$ cat config.mk
export PLATFORM = sky130hd
export DESIGN_NAME = compositor_carros
export DESIGN_NICKNAME = d
export VERILOG_FILES = /design/src/rtl/pkg_juego.sv /design/src/rtl/detector_rectangulo.sv /design/src/rtl/compositor_carros.sv
export SDC_FILE = /design/constraint.sdc
export NUM_CORES = 1
export LEC_CHECK = 0
export BUFFER_PORTS_ARGS = -buffer_cell sky130_fd_sc_hd__buf_2
export CAP_MARGIN = 25
export CORE_UTILIZATION = 59
export DETAILED_ROUTE_END_ITERATION = 7
export MAX_ROUTING_LAYER = met4
export PLACE_DENSITY = 0.84
export REMOVE_ABC_BUFFERS = 1
export SLEW_MARGIN = 40
export SYNTH_ARGS = -nofsm -noshare
export SYNTH_HDL_FRONTEND = slang
export SYNTH_SLANG_ARGS = --single-unit
$ cat constraint.sdc
create_clock -name clk -period 1.3 [get_ports clk]
set_input_delay 0.195 -clock clk [delete_from_list [all_inputs] [get_ports clk]]
set_output_delay 0.195 -clock clk [all_outputs]
set_load 0.01 [all_outputs]
$ cat src/rtl/pkg_juego.sv
// Shared constants for the car-dodging game: palette, default sprite size and active-video geometry.
package pkg_juego;

    localparam logic [2:0] COLOR_FONDO   = 3'd0;
    localparam logic [2:0] COLOR_CARRO   = 3'd1;
    localparam logic [2:0] COLOR_BORDE   = 3'd3;
    localparam logic [2:0] COLOR_JUGADOR = 3'd7;

    localparam int ANCHO_CARRO_DEF = 85;
    localparam int ALTO_CARRO_DEF  = 90;
    localparam int V_ACTIVO        = 480;
    localparam int H_ACTIVO        = 640;

    typedef enum logic [1:0] {
        CAPA_FONDO,
        CAPA_BORDE,
        CAPA_CARRO,
        CAPA_JUGADOR
    } capa_t;

    // Maps the winning layer of a pixel onto its palette entry.
    function automatic logic [2:0] colorDeCapa(input capa_t capa);
        case (capa)
            CAPA_JUGADOR: return COLOR_JUGADOR;
            CAPA_CARRO:   return COLOR_CARRO;
            CAPA_BORDE:   return COLOR_BORDE;
            default:      return COLOR_FONDO;
        endcase
    endfunction

endpackage

$ cat src/rtl/detector_rectangulo.sv
// Combinational sprite box test: inclusive start, exclusive end, optional vertical wrap past MODULO.
module detector_rectangulo
    import pkg_juego::*;
#(
    parameter int ANCHO    = ANCHO_CARRO_DEF,
    parameter int ALTO     = ALTO_CARRO_DEF,
    parameter int MODULO   = V_ACTIVO,
    parameter bit ENVOLVER = 1'b0
) (
    input  logic [10:0] pixelX,
    input  logic [9:0]  pixelY,
    input  logic [9:0]  origenX,
    input  logic [9:0]  origenY,
    output logic        hit
);

    logic [11:0] finX;
    logic [10:0] finY;
    logic        dentroX;
    logic        dentroY;
    logic        dentroEnvuelto;

    // A sprite crossing the bottom edge reappears as a slice at the top of the screen.
    always_comb begin
        finX = {2'b00, origenX} + 12'(ANCHO);
        finY = {1'b0, origenY} + 11'(ALTO);
        dentroX = ({1'b0, pixelX} >= {2'b00, origenX}) && ({1'b0, pixelX} < finX);
        dentroY = (pixelY >= origenY) && ({1'b0, pixelY} < finY);
        dentroEnvuelto = 1'b0;
        if (ENVOLVER && (finY > 11'(MODULO)))
            dentroEnvuelto = {1'b0, pixelY} < (finY - 11'(MODULO));
        hit = dentroX && (dentroY || dentroEnvuelto);
    end

endmodule

$ cat src/rtl/compositor_carros.sv
// Two-stage pixel compositor: borders, obstacle cars and player car layered into 3-bit RGB.
// Define COMPOSITOR_COLISION_EN to build the per-frame collision accumulator and its outputs.
module compositor_carros #(
    parameter int NUM_CARROS  = 3,
    parameter int ANCHO_CARRO = pkg_juego::ANCHO_CARRO_DEF,
    parameter int ALTO_CARRO  = pkg_juego::ALTO_CARRO_DEF,
    parameter int Y_JUGADOR   = 360,
    parameter int BORDE_IZQ   = 215,
    parameter int BORDE_DER   = 425,
    parameter int V_ACTIVO    = pkg_juego::V_ACTIVO
) (
    input  logic                    clk,
    input  logic                    reset,
    input  logic [10:0]             iPixelX,
    input  logic [9:0]              iPixelY,
    input  logic                    iPixelValido,
    input  logic                    iInicioCuadro,
    input  logic                    iPintarCarros,
    input  logic                    iPintarJugador,
    input  logic [10*NUM_CARROS-1:0] iPosicionX,
    input  logic [9*NUM_CARROS-1:0]  iPosicionY,
    input  logic [9:0]              iPosicionJugador,
    output logic [2:0]              oColorRGB,
    output logic                    oPixelValido,
    output logic                    oColision,
    output logic [NUM_CARROS-1:0]   oColisionCarro
);

    import pkg_juego::*;

    logic [NUM_CARROS-1:0] hitCarro;
    logic                  hitJugador;
    logic                  hitBorde;

    logic [NUM_CARROS-1:0] hitCarroQ;
    logic                  hitJugadorQ;
    logic                  hitBordeQ;
    logic                  validoQ;
    logic                  pintarCarrosQ;
    logic                  pintarJugadorQ;

    capa_t                 capa;
    logic [2:0]            colorSig;

    for (genvar i = 0; i < NUM_CARROS; i++) begin : genCarros
        detector_rectangulo #(
            .ANCHO    (ANCHO_CARRO),
            .ALTO     (ALTO_CARRO),
            .MODULO   (V_ACTIVO),
            .ENVOLVER (1'b1)
        ) uDetector (
            .pixelX  (iPixelX),
            .pixelY  (iPixelY),
            .origenX (iPosicionX[10*i +: 10]),
            .origenY ({1'b0, iPosicionY[9*i +: 9]}),
            .hit     (hitCarro[i])
        );
    end

    detector_rectangulo #(
        .ANCHO    (ANCHO_CARRO),
        .ALTO     (ALTO_CARRO),
        .MODULO   (V_ACTIVO),
        .ENVOLVER (1'b0)
    ) uDetectorJugador (
        .pixelX  (iPixelX),
        .pixelY  (iPixelY),
        .origenX (iPosicionJugador),
        .origenY (10'(Y_JUGADOR)),
        .hit     (hitJugador)
    );

    assign hitBorde = (iPixelX < 11'(BORDE_IZQ)) || (iPixelX >= 11'(BORDE_DER));

    // Stage 1 captures raw hits with the enables and valid flag that travel alongside them.
    always_ff @(posedge clk or posedge reset) begin
        if (reset) begin
            hitCarroQ      <= '0;
            hitJugadorQ    <= 1'b0;
            hitBordeQ      <= 1'b0;
            validoQ        <= 1'b0;
            pintarCarrosQ  <= 1'b0;
            pintarJugadorQ <= 1'b0;
        end else begin
            hitCarroQ      <= hitCarro;
            hitJugadorQ    <= hitJugador;
            hitBordeQ      <= hitBorde;
            validoQ        <= iPixelValido;
            pintarCarrosQ  <= iPintarCarros;
            pintarJugadorQ <= iPintarJugador;
        end
    end

    always_comb begin
        capa = CAPA_FONDO;
        if (pintarJugadorQ && hitJugadorQ)
            capa = CAPA_JUGADOR;
        else if (pintarCarrosQ && (|hitCarroQ))
            capa = CAPA_CARRO;
        else if (pintarCarrosQ && hitBordeQ)
            capa = CAPA_BORDE;
        colorSig = validoQ ? colorDeCapa(capa) : COLOR_FONDO;
    end

    always_ff @(posedge clk or posedge reset) begin
        if (reset) begin
            oColorRGB    <= COLOR_FONDO;
            oPixelValido <= 1'b0;
        end else begin
            oColorRGB    <= colorSig;
            oPixelValido <= validoQ;
        end
    end

`ifdef COMPOSITOR_COLISION_EN
    logic [NUM_CARROS-1:0] acumulador;
    logic [NUM_CARROS-1:0] colisionPixel;

    assign colisionPixel = (validoQ && hitJugadorQ && pintarCarrosQ && pintarJugadorQ)
                           ? hitCarroQ : '0;

    // At frame start the old frame is reported while the pixel now leaving stage 2 seeds the new one.
    always_ff @(posedge clk or posedge reset) begin
        if (reset) begin
            acumulador     <= '0;
            oColisionCarro <= '0;
            oColision      <= 1'b0;
        end else if (iInicioCuadro) begin
            acumulador     <= colisionPixel;
            oColisionCarro <= acumulador;
            oColision      <= |acumulador;
        end else begin
            acumulador     <= acumulador | colisionPixel;
        end
    end
`else
    logic unusedInicioCuadro;

    assign unusedInicioCuadro = iInicioCuadro;
    assign oColision          = 1'b0;
    assign oColisionCarro     = '0;
`endif

endmodule

==> results of run 1 <==
[kinds of logic after synthesis]
family / after synthesis / share of synthesized area, %
adders and majority gates: 163 / 38.04
other: 1 / 0.07012
and+or+nand+nor: 154 / 15.07
buffers and inverters: 95 / 7.043
xor gates and xnor gates: 56 / 9.172
AOI/OAI and AO/OA: 190 / 24.99
DFF: 12 / 5.615
[synthesized netlist by cell type (all sizes together), types with 5 or more instances]
| cell type | n | share of area (%) |
|---|---|---|
| o2111ai | 5 | 0.82 |
| nor2 | 31 | 2.2 |
| o21a | 21 | 2.9 |
| nand2 | 37 | 2.6 |
| buf | 8 | 0.94 |
| nor3 | 18 | 1.8 |
| a21oi | 42 | 3.9 |
| ha | 160 | 37 |
| nand3 | 15 | 1.4 |
| dfrtp | 12 | 5.6 |
| o21ai | 27 | 2.5 |
| nor2b | 7 | 0.82 |
| o31ai | 5 | 0.70 |
| nand4 | 8 | 0.94 |
| inv | 85 | 6.0 |
| o211ai | 6 | 0.84 |
| xnor2 | 45 | 7.4 |
| a2111oi | 6 | 0.98 |
| and3 | 5 | 0.58 |
| nor4 | 5 | 0.70 |
| a21o | 23 | 3.2 |
| a211oi | 19 | 2.9 |
| a211o | 7 | 1.1 |
| xor2 | 11 | 1.8 |
| or2 | 5 | 0.58 |
[metal layers]
layer	global-route usage [%]	GRT overflow
met4	97.01	67
met3	63.38	3
met2	107.7	207
met1	81.61	10
met5	-	-
[repair_timing]
| item | in CTS |
|---|---|
| hold endpoints to repair | 12 |
| buffers inserted | 15 |
| endpoints found under the setup margin | 5 |
| gates resized for setup | 78 |
| hold buffers | 1 |
| cloned | 0 |
| pin swaps | 50 |
[per-stage QoR]
step / hold slack (ns) / setup slack [ns] / instances / util [%] / area, um^2
3_3_place_gp: 0.2244 / -1.902 / 1067 / 84.85 / 7436
2_1_floorplan: 0.05970 / -1.751 / 664 / - / 5301
3_5_place_dp: 0.2470 / -2.061 / 1067 / 84.85 / 7436
4_1_cts: 0.04063 / -1.556 / 1087 / 91.19 / 7991
==> reports/metrics.yaml, run 1 <==
outcome:
  run_status: "stopped before the end"
  lastStage: "global routing (5_1_grt)"
  run.stop_error: "[ERROR GRT-0232] Routing congestion too high. Check the congestion heatmap in the GUI."
grt:
  overflow: 287
  maximum_number_of_pins_on_one_net_before_global_route_repair: 13
  grt_util_all_layers_pct: 87.29
cts:
  cts_buffers: 3
  cts_root_buffer: "sky130_fd_sc_hd__clkbuf_8"
  h_tree_depth: 1
  cts_max_path_buffers: 2
  clock_sinks: 12
timing:
  grt_repair_worst_endpoint: "hitCarroQ[0]$_DFF_PP0_/D"
  worst_path_end_type: "register input"
floorplanning:
  rows: 34
  die_width_um: 97.21
  initial_core_util_pct: 61.02
  die_ht_um: 97.21
  pin_count: 102
logic_synthesis:
  synth_enable_flop_cells: 0
  synth_cell_type_count: 67
  synth.cell_area_um2: 5348
  yosys_most_used_dff: "sky130_fd_sc_hd__dfrtp_1"
  yosysWarnings: 0
  ys_async_sr_fraction_pct: 100.0
  synth_cells: 671
  syn_area_per_cell_um2: 7.970
  postSynthRegisterBits: 12
  yosysSeqAreaShare_pct: 5.615
placed_design:
  portBuffers: 96
  detailed_placement_hpwl_um: 15320
  routabilityCongestion: 1.009
==> run 2, diff against run 1 <==
--- a/config.mk
+++ b/config.mk
@@ -7,10 +7,9 @@
 export LEC_CHECK = 0
 export BUFFER_PORTS_ARGS = -buffer_cell sky130_fd_sc_hd__buf_2
 export CAP_MARGIN = 25
-export CORE_UTILIZATION = 59
+export CORE_UTILIZATION = 40
 export DETAILED_ROUTE_END_ITERATION = 7
-export MAX_ROUTING_LAYER = met4
-export PLACE_DENSITY = 0.84
+export PLACE_DENSITY_LB_ADDON = 0.15
 export REMOVE_ABC_BUFFERS = 1
 export SLEW_MARGIN = 40
 export SYNTH_ARGS = -nofsm -noshare
==> run 2 against run 1 <==
Net effect: the flow now finishes, with violations (negative setup slack); area after synthesis did not move; synthesized cell count did not move.
==> reports/metrics.yaml, run 2 <==
outcome:
  failed_checks: "negative setup slack"
  run_status: "complete, but fails checks"  # was stopped before the end
route:
  ant_nets: 0
  drt_first_pass_iters: 5
  wl_um: 15820
  route.detailed.wl_per_inst_um: 13.66
  route.vias.total: 6026
  drc: 0
  routed_via_density: 5.204
  dr.first_iter.drc_count: 245
timing:
  final_max_slew_viol_count: 0
  unrepaired_setup_endpoints_after_global_routing: "yes"
  setup_viol_count_final: 4
  timing.final.ws_setup_ns: -1.487
  layout_worst_path_cycle_share_pct: 214.3
  fmaxAchievable_mhz: 358.9
  worst_hold_slack_ns: 0.05933
  finalCriticalPeriod_ns: 2.787
  tightestPinTransition_ns: 0.5042
  finalHoldViolCount: 0
  slew_headroom_pct: 65.52
  fin_worst_skew_ns: 0.002934
cts:
  clk-insertion-delay-late_ns: 0.24
  cts_max_path_buffers: 2  # unchanged
  clock_tree_from_tritoncts: "yes"
  clkTransAtPathRegs_ns: 0.05
  h_tree_depth: 1  # unchanged
  cts_buffers: 3  # unchanged
  clock_sinks: 12  # unchanged
  cts_root_buffer: "sky130_fd_sc_hd__clkbuf_16"  # was sky130_fd_sc_hd__clkbuf_8
grt:
  first_global_vias: 6176
  grt_first_pass_wirelength_um: 26600
  grt_util_all_layers_pct: 22.56
  antenna_found_initial: 2
  overflow: 0
  maximum_number_of_pins_on_one_net_before_global_route_repair: 13
logic_synthesis:
  syn_area_per_cell_um2: 7.970  # unchanged
  yosys.area.top_type_share_pct: 37.44  # unchanged
  top_area_cells_in_the_synthesized_netlist: "sky130_fd_sc_hd__ha_1, sky130_fd_sc_hd__xnor2_1, sky130_fd_sc_hd__inv_1, sky130_fd_sc_hd__dfrtp_1, sky130_fd_sc_hd__a21oi_1"  # unchanged
  yosysWarnings: 0  # unchanged
  synth_cell_type_count: 67  # unchanged
  most_numerous_cell_in_the_yosys_netlist: "sky130_fd_sc_hd__ha_1"  # unchanged
  postSynthRegisterBits: 12  # unchanged
  post_synth_most_frequent_cells: "sky130_fd_sc_hd__ha_1, sky130_fd_sc_hd__inv_1, sky130_fd_sc_hd__xnor2_1"  # unchanged
  ys_async_sr_fraction_pct: 100.0  # unchanged
  synth.cell_area_um2: 5348  # unchanged
  yosysSeqAreaShare_pct: 5.615  # unchanged
  synth_enable_flop_cells: 0  # unchanged
  synth_top_cell_by_area: "sky130_fd_sc_hd__ha_1"  # unchanged
  synth_cells: 671  # unchanged
  yosys_most_used_dff: "sky130_fd_sc_hd__dfrtp_1"  # unchanged
power:
  vdd_drop_max_v: 0.0004797
  power_per_cell_area_nw_per_um2: 505.3
  p_leak_nw: 4.430
placed_design:
  routabilityCongestion: 0.8401  # was 1.009
  place_area_um2: 7503  # was 7436 um^2
  detailed_placement_hpwl_um: 13200  # was 15,320 um
  portBuffers: 96  # unchanged
setup_path:
  worst_ep_arrival_time_ns: 2.95
  path_class: "input pin to flip-flop"
  cp_data_required_time_ns: 1.46
  reg2reg_from: "hitCarroQ[0]"
  reg2reg_depth: 3
  cpMaxStageDelayCell: "sky130_fd_sc_hd__or4b_4"
  worst_setup_path_end_kind: "flip-flop"
  crit_path_frequent_cell: "sky130_fd_sc_hd__a21o_1"
  max_stage_delay_ns: 0.48
  crit_path_start_kind: "input pin"
  r2r_slack_ns: 0.18
  crit_chain: "buf_8 -> buf_6 -> a211o_1 -> buf_4 -> a21o_1 -> nand2_2 -> xnor2_2 -> xor2_1 -> ha_1 -> a21o_1 -> a21oi_2 -> or4b_4 -> o21ai_2 -> o31ai_2 -> a211oi_2"
  r2r_end: "oColorRGB[0]"
  critical_path_peak_fanout: 2
floorplanning:
  rows: 41  # was 34
  pin_count: 102  # unchanged
  die_width_um: 117.6  # was 97.21 um
  area_of_the_core_um2: 12820
  initial_core_util_pct: 41.70  # was 61.02%
  die_ht_um: 117.6  # was 97.21 um
  fp.dieArea_um2: 13840
finish:
  post_route_cells_drive_above_1_share_pct: 40.04
  area_growth_pct: 53.51
  multi_input_comb_area_um2: 5037
  final_cell_mix: "sky130_fd_sc_hd__buf_4, sky130_fd_sc_hd__ha_1, sky130_fd_sc_hd__buf_2, sky130_fd_sc_hd__inv_1"
  fillCellCount: 1141
  mostFrequentLayoutCell: "sky130_fd_sc_hd__buf_4"
  sequential_cell_area_um2: 300.3
  final_nets: 1239
  largest_registers: "hitCarroQ: 3 flops, oColorRGB: 3 flops"
  post-route-cell-area_um2: 8209
worst_hold_path:
  hold-path-endpoint: "pintarJugadorQ"
  hold_path.class: "input pin to flip-flop"
  worst_hold_path.num_cells: 1
  min_from: "iPintarJugador"
flow_run:
  cap_viol_max_count: 0
[run 2: area by class of cell]
cell class / count / share of cell area, %
inverter: 85 / 3.887
multi-input combinational: 567 / 61.36
clock buffer: 4 / 1.082
timing repair buffer: 316 / 27.33
antenna: 2 / 0.06097
sequential: 12 / 3.658
tap: 172 / 2.622
[run 2: worst max path at each step]
stage,start,endpoint,cells after the start
after floorplan,iPosicionY[1],hitCarroQ[0],15
after global placement,iPosicionY[1],hitCarroQ[0],17
after detailed placement,iPosicionY[1],hitCarroQ[0],18
after CTS,iPosicionY[2],hitCarroQ[0],18
after global routing,iPosicionY[11],hitCarroQ[1],16
final,iPosicionY[2],hitCarroQ[0],15
[run 2: logic make-up (layout without fill, tap and decap cells)]
logic type,Yosys count,in the layout,share of synthesized area [%]
flops,12,12,5.615
buf+inv,95,405,7.043
fa+ha+maj,163,163,38.04
other cells,1,6,0.07012
compound gates,190,190,24.99
xor+xnor,56,56,9.172
simple gates,154,154,15.07
[run 2: per-stage QoR]
step | total power, mW | utilization, % | cells | setup slack, ns | TNS (ns)
3_5_place_dp | 3.157 | 58.51 | 1131 | -2.054 | -7.065
5_1_grt | 4.547 | 64.01 | 1158 | -1.675 | -5.461
6_report | 4.148 | 64.01 | 1158 | -1.487 | -4.812
4_1_cts | 4.111 | 63.53 | 1155 | -1.473 | -4.662
2_1_floorplan | 1.898 | - | 664 | -1.751 | -5.619
3_3_place_gp | 3.040 | 58.51 | 1131 | -1.940 | -6.628
[run 2: where the power goes]
| part | internal [mW] | total [mW] | switching [mW] | leakage [nW] |
|---|---|---|---|---|
| logic | 1.62 | 3.09 | 1.47 | 4.24 |
| clock network | 0.466 | 0.646 | 0.180 | 0.0442 |
| registers | 0.402 | 0.412 | 0.00969 | 0.150 |
| total | 2.49 | 4.15 | 1.66 | 4.43 |
[run 2: routing by layer]
| metal | up-vias | global-route usage, % | share of wire, % |
|---|---|---|---|
| met3 | 32 | 1.938 | 3.2 |
| met5 | - | 0 | 0 |
| met4 | 0 | 7.772 | 2.6 |
| li1 | 3094 | - | - |
| met2 | 134 | 42.46 | 51 |
| met1 | 2766 | 26.38 | 44 |
[run 2: critical path: cells and delay by family]
kind / cells / cell delay [ns]
compound gates: 7 / 1.25
xor+xnor: 2 / 0.30
fa+ha+maj: 1 / 0.26
buf+inv: 3 / 0.36
simple gates: 2 / 0.57
[run 2: what timing repair did]
item / CTS / global route
endpoints found under the hold margin: 5 / 0
pin swaps: 54 / 10
resized for setup: 86 / 10
buffers inserted: 20 / 1
hold buffers: 1 / 0
setup endpoints to repair: 5 / 5
Note: power is estimated with default switching activity, not from simulation.
